[src/rtl/padder_pkg.sv]
// -----------------------------------------------------------------------------
// padder_pkg
// Shared constants for the block padder: word width, block (rate) width,
// words per block and the two pad marker bytes.
// -----------------------------------------------------------------------------
package padder_pkg;

    localparam int unsigned WORD_W = 32;
    localparam int unsigned RATE_W = 576;
    localparam int unsigned WORDS  = 18;

    // First pad byte appended right after the message bytes.
    localparam logic [7:0] PAD_FIRST = 8'h01;
    // Final pad bit, OR-ed into the last byte of the block.
    localparam logic [7:0] PAD_LAST  = 8'h80;

endpackage : padder_pkg

[src/rtl/padder_word_pad.sv]
// -----------------------------------------------------------------------------
// padder_word_pad
// Combinational padding of the final message word: keeps the valid leading
// bytes and appends the first pad byte, zero-filling the remainder.
//
// Ports:
//   i_word     [31:0]  final message word, first byte in [31:24]
//   i_byte_num [1:0]   number of valid bytes in i_word (0..3)
//   o_word     [31:0]  padded word
// -----------------------------------------------------------------------------
module padder_word_pad
    import padder_pkg::*;
(
    input  logic [31:0] i_word,
    input  logic [1:0]  i_byte_num,
    output logic [31:0] o_word
);

    // Select how many message bytes survive before the pad byte.
    always_comb begin
        o_word = 32'h0000_0000;
        case (i_byte_num)
            2'd0:    o_word = {PAD_FIRST, 24'h00_0000};
            2'd1:    o_word = {i_word[31:24], PAD_FIRST, 16'h0000};
            2'd2:    o_word = {i_word[31:16], PAD_FIRST, 8'h00};
            2'd3:    o_word = {i_word[31:8], PAD_FIRST};
            default: o_word = 32'h0000_0000;
        endcase
    end

endmodule : padder_word_pad

[src/rtl/padder.sv]
// -----------------------------------------------------------------------------
// padder
// Collects 32-bit message words into a 576-bit block (18 words), appends the
// 0x01 ... 0x80 padding after the final word and presents the block to a
// consumer that acknowledges it with f_ack. One message per reset.
//
// Ports:
//   clk          clock, rising edge
//   reset        asynchronous reset, active low
//   in   [31:0]  message word, first byte in in[31:24]
//   in_ready     in is valid this cycle
//   is_last      in is the final message word
//   byte_num[1:0] valid bytes in the final word (only used with is_last)
//   f_ack        consumer has taken the block on out
//   buffer_full  block holds 18 words, no word is accepted
//   out [575:0]  padded block, first accepted word in out[575:544]
//   out_ready    out is valid (same as buffer_full)
//
// Configuration macro:
//   PADDER_ASSERT_EN  compiles embedded protocol assertions when defined.
// -----------------------------------------------------------------------------
module padder
    import padder_pkg::*;
(
    input  logic              clk,
    input  logic              reset,
    input  logic [31:0]       in,
    input  logic              in_ready,
    input  logic              is_last,
    input  logic [1:0]        byte_num,
    input  logic              f_ack,
    output logic              buffer_full,
    output logic [575:0]      out,
    output logic              out_ready
);

    logic [WORDS-1:0]  r_cnt;       // thermometer fill count
    logic              r_pad_state; // inserting zero pad words
    logic              r_done;      // message finished, block delivered
    logic [RATE_W-1:0] r_out;       // block shift register

    logic              w_buffer_full;
    logic              w_update;
    logic              w_final_word;
    logic [WORD_W-1:0] w_padded;
    logic [WORD_W-1:0] w_base;
    logic [WORD_W-1:0] w_word;

    assign w_buffer_full = r_cnt[WORDS-1];
    assign w_update      = (in_ready | r_pad_state) & ~w_buffer_full & ~r_done;

    padder_word_pad u_word_pad (
        .i_word     (in),
        .i_byte_num (byte_num),
        .o_word     (w_padded)
    );

    // Choose between zero pad word, raw message word and padded final word.
    always_comb begin
        w_base = {WORD_W{1'b0}};
        if (r_pad_state) begin
            w_base = {WORD_W{1'b0}};
        end else if (!is_last) begin
            w_base = in;
        end else begin
            w_base = w_padded;
        end
    end

    // The 18th word of a padded block always carries the closing 0x80 bit,
    // OR-ed so that a 0x01 pad byte in the same position becomes 0x81.
    assign w_final_word = r_cnt[WORDS-2] & (r_pad_state | is_last);
    assign w_word       = w_base | {24'h00_0000, (w_final_word ? PAD_LAST : 8'h00)};

    // Fill counter: advances per accepted word, cleared when the block is taken.
    always_ff @(posedge clk or negedge reset) begin
        if (!reset) begin
            r_cnt <= {WORDS{1'b0}};
        end else if (w_update) begin
            r_cnt <= {r_cnt[WORDS-2:0], 1'b1};
        end else if (f_ack && w_buffer_full) begin
            r_cnt <= {WORDS{1'b0}};
        end else begin
            r_cnt <= r_cnt;
        end
    end

    // Block shift register: new words enter at the bottom.
    always_ff @(posedge clk or negedge reset) begin
        if (!reset) begin
            r_out <= {RATE_W{1'b0}};
        end else if (w_update) begin
            r_out <= {r_out[RATE_W-WORD_W-1:0], w_word};
        end else begin
            r_out <= r_out;
        end
    end

    // Padding phase starts once the final message word has been accepted.
    always_ff @(posedge clk or negedge reset) begin
        if (!reset) begin
            r_pad_state <= 1'b0;
        end else if (w_update && is_last && !r_pad_state) begin
            r_pad_state <= 1'b1;
        end else begin
            r_pad_state <= r_pad_state;
        end
    end

    // Message is finished once the padded block has been filled.
    always_ff @(posedge clk or negedge reset) begin
        if (!reset) begin
            r_done <= 1'b0;
        end else if (r_pad_state && w_buffer_full) begin
            r_done <= 1'b1;
        end else begin
            r_done <= r_done;
        end
    end

    assign buffer_full = w_buffer_full;
    assign out_ready   = w_buffer_full;
    assign out         = r_out;

`ifdef PADDER_ASSERT_EN
    // Protocol checks, compiled only when assertions are enabled.
    a_ready_eq_full : assert property (@(posedge clk) disable iff (!reset)
        out_ready == buffer_full);
    a_no_update_full : assert property (@(posedge clk) disable iff (!reset)
        !(w_update && w_buffer_full));
    a_byte_num_known : assert property (@(posedge clk) disable iff (!reset)
        (is_last && in_ready) |-> !$isunknown(byte_num));
`endif

endmodule : padder

[config.mk]
export PLATFORM = sky130hd
export DESIGN_NAME = padder
export DESIGN_NICKNAME = d
export VERILOG_FILES = /design/src/rtl/padder_pkg.sv /design/src/rtl/padder_word_pad.sv /design/src/rtl/padder.sv
export SDC_FILE = /design/constraint.sdc
export NUM_CORES = 1
export LEC_CHECK = 0
export ABC_AREA = 1
export ABC_CLOCK_PERIOD_IN_PS = 1600
export CAP_MARGIN = 20
export CORE_AREA = 2 2 242 244
export DETAILED_ROUTE_END_ITERATION = 8
export DIE_AREA = 0 0 244 246
export PLACE_DENSITY = 0.68
export SETUP_SLACK_MARGIN = 0.15
export SYNTH_ARGS = -nofsm -noshare
export SYNTH_HDL_FRONTEND = slang
export SYNTH_SLANG_ARGS = --single-unit
[constraint.sdc]
create_clock -name clk -period 1.6 [get_ports clk]
set_input_delay 0.32 -clock clk [delete_from_list [all_inputs] [get_ports clk]]
set_output_delay 0.32 -clock clk [all_outputs]
set_load 0.01 [all_outputs]
==> flow_summary.json <==
{
  "status": "complete, but fails checks",
  "violations": "setup timing",
  "routed_wl_um": 93700,
  "ff2ff_setup_slack_ps": -20,
  "grt_pass1_vias": 22697,
  "power.switching_uw": 12800,
  "period_needed_ps": 1620,
  "critical_path_required_ps": 2130,
  "hold_viol_final": 0,
  "num_vias": 22670,
  "fin_skew_ps": 27.2,
  "grt_pass1_wl_um": 135000,
  "cp_max_fo": 22,
  "cts_tree": "built",
  "peakVddDrop_v": 0.000690,
  "ctsRootBufferMaster": "clkbuf_16",
  "powerDensity_nw_per_um2": 1170,
  "gp_congestion": 0.956,
  "start_util_pct": 39.7,
  "path_cells": "buf_6 -> inv_4 -> nand2_4 -> nor2_4 -> buf_12 -> buf_16 -> buf_12 -> buf_16 -> nand2_1 -> nand2_1",
  "io_buffers": 616,
  "cp_slowest_cell": "dfrtp_2",
  "grt_max_degree": 86,
  "p_comb_share_pct": 26.2,
  "crit_path_start_kind": "flop",
  "holdWs_ps": 212,
  "finalPower_uw": 43000,
  "grt_use_met1_pct": 35.8,
  "p_int_uw": 30200,
  "netlist_area_sq_um": 22800,
  "die_area_sq_um": 60000,
  "multi_input_area_sq_um": 7150,
  "leakagePower_uw": 0.0221,
  "critPathMaxStageDelay_ps": 400,
  "htree_levels": 3,
  "syn_inst": 2538,
  "fin_ws_ps": -17.1,
  "ys_seq_area_share_pct": 65.5,
  "wl_per_cell_um": 20.5,
  "rsz0062_at_grt": "true",
  "path_class": "flop to flop",
  "setup-violations-final": 2,
  "seqCellArea_sq_um": 15000,
  "drc_errors": 0,
  "fin_nets": 3803,
  "crit_arrival_ps": 2150,
  "core_area_sq_um": 57400,
  "synth_common_cells": "1722 x nand2_1, 596 x dfrtp_1, 72 x buf_2",
  "maxSlewViolCount": 0,
  "fill_cells": 4462,
  "drive_gt1_share_pct": 39.0,
  "ioPinCount": 617,
  "grtUsageMet2_pct": 49.3,
  "numCtsBuffers": 66,
  "die_y_um": 246,
  "ant_nets": 0,
  "post-route-period-util_pct": 101,
  "max-cap-violations": 0,
  "track_usage_pct": 29.5,
  "num_rows": 88,
  "via_per_inst": 4.96,
  "swShare_pct": 29.8,
  "pre_cts_ws_ps": -275,
  "synth-async-reset-ratio_pct": 100,
  "crit_buf_inv": 6,
  "hp-class": "input pin to async pin",
  "antenna_found_initial": 0,
  "top_usage_layer": "met2",
  "drt_pass1_iterations": 8,
  "slew_headroom_pct": 67.7,
  "initialDrtViolationCount": 1840,
  "clock_latency_ps": 600,
  "ys_warn_count": 0,
  "critPathTopFamily": "buffers and inverters",
  "worst-r2r-cell-count": 10,
  "synth_seq_cells": 596,
  "placed_cell_area_sq_um": 30600,
  "overflow": 0,
  "clk_path_buf_depth": 3,
  "synth_edf_count": 0,
  "p_seq_share_pct": 37.4,
  "yosysTopAreaCell": "dfrtp_1",
  "yosysMostFrequentCell": "nand2_1",
  "achievable-frequency_mhz": 618,
  "synth_cell_types": 18,
  "diodes": 0,
  "use_met3_pct": 7.82,
  "final_util_pct": 64.2,
  "place.detailed.hpwl_um": 59000,
  "area_delta_synth_final_pct": 61.6,
  "synth_top_area_share_pct": 65.5,
  "syn-num-nets": 2577,
  "rr_startpoint": "r_cnt[17]$_DFFE_PN0P_",
  "die_w_um": 244,
  "syn_avg_cell_area_sq_um": 8.97,
  "cts_sinks": 596,
  "path_clk_slew_ps": 60,
  "endpoint_kind": "flop",
  "fin_area_sq_um": 36800,
  "p_clk_share_pct": 36.4,
  "rr_endpoint": "out[208]$_DFFE_PN0P_",
  "synthFlopType": "dfrtp_1",
  "synth_area_leaders": "dfrtp_1 65%, nand2_1 28%, buf_6 2.1%",
  "tightest_slew_ps": 484
}
==> power groups by stage <==
stage | registers, uW | logic (uW) | clock network (uW)
2_1_floorplan | 16400 | 4590 | 0
3_3_place_gp | 16400 | 7840 | 0
3_5_place_dp | 16400 | 7930 | 0
4_1_cts | 16100 | 9350 | 15800
5_1_grt | 16100 | 11900 | 16500
6_report | 16100 | 11300 | 15700
==> area by class of cell <==
| cell class | instances | area share (%) |
|---|---|---|
| flip-flops and latches | 596 | 40.7 |
| repair buffers | 1291 | 31.1 |
| multi-input cells | 1792 | 19.4 |
| clock buffers | 100 | 5.47 |
| well taps | 765 | 2.60 |
| clock inverters | 14 | 0.578 |
| inverters | 17 | 0.180 |
==> what timing repair did <==
item / in CTS / in global routing
gates cloned: 7 / 19
pin swaps: 1 / 24
hold endpoints to repair: 155 / 0
gates resized for setup: 2825 / 110
setup endpoints to repair: 1129 / 1152
setup buffers: 495 / 7
hold buffers: 1 / 0
==> how the worst max path moves through the flow <==
stage / start / endpoint / slack (ps) / depth (start not counted)
after global placement: in_ready / out[381]$_DFFE_PN0P_ / -250 / 7
after CTS: r_cnt[17]$_DFFE_PN0P_ / out[282]$_DFFE_PN0P_ / -20 / 10
final: r_cnt[17]$_DFFE_PN0P_ / out[208]$_DFFE_PN0P_ / -20 / 10
after floorplan: r_cnt[17]$_DFFE_PN0P_ / out[29]$_DFFE_PN0P_ / 330 / 6
after global routing: r_cnt[17]$_DFFE_PN0P_ / out[208]$_DFFE_PN0P_ / -70 / 10
after detailed placement: in_ready / out[381]$_DFFE_PN0P_ / -270 / 7
==> registers in the layout, summed over array words and instances (netlist names) <==
name	flops
r_pad_state	1
r_done	1
out	576
r_cnt	18
==> layer usage <==
| layer | wire length (um) | vias up |
|---|---|---|
| met5 | 0 | - |
| met4 | 4810 | 0 |
| met3 | 8080 | 265 |
| met2 | 45500 | 1085 |
| met1 | 35300 | 11167 |
| li1 | - | 10153 |
==> cells by family after synthesis <==
| group | Yosys count | synth area share (%) |
|---|---|---|
| flops | 596 | 65.5 |
| compound gates | 38 | 0.851 |
| buf+inv | 150 | 4.60 |
| simple gates | 1754 | 29.1 |
==> placed cells by master, fill, tap and decap left out, drive strengths merged <==
cell type / n
nand3: 27
dfrtp: 596
clkinvlp: 1
nor2: 5
o21bai: 1
clkbuf: 119
o21ai: 34
buf: 1233
bufinv: 5
clkdlybuf4s50: 37
clkinv: 6
nand2: 1722
a21oi: 2
bufbuf: 1
dlygate4sd3: 1
inv: 19
o22ai: 1
==> metrics by stage <==
step | TNS [ps] | std cells
global route | -3460 | 4575
detailed placement | -113290 | 3932
CTS | -85.7 | 4549
floorplan | 0 | 2538
global placement | -96000 | 3932
finish | -17.1 | 4575
Power figures use the tool's default switching activity.
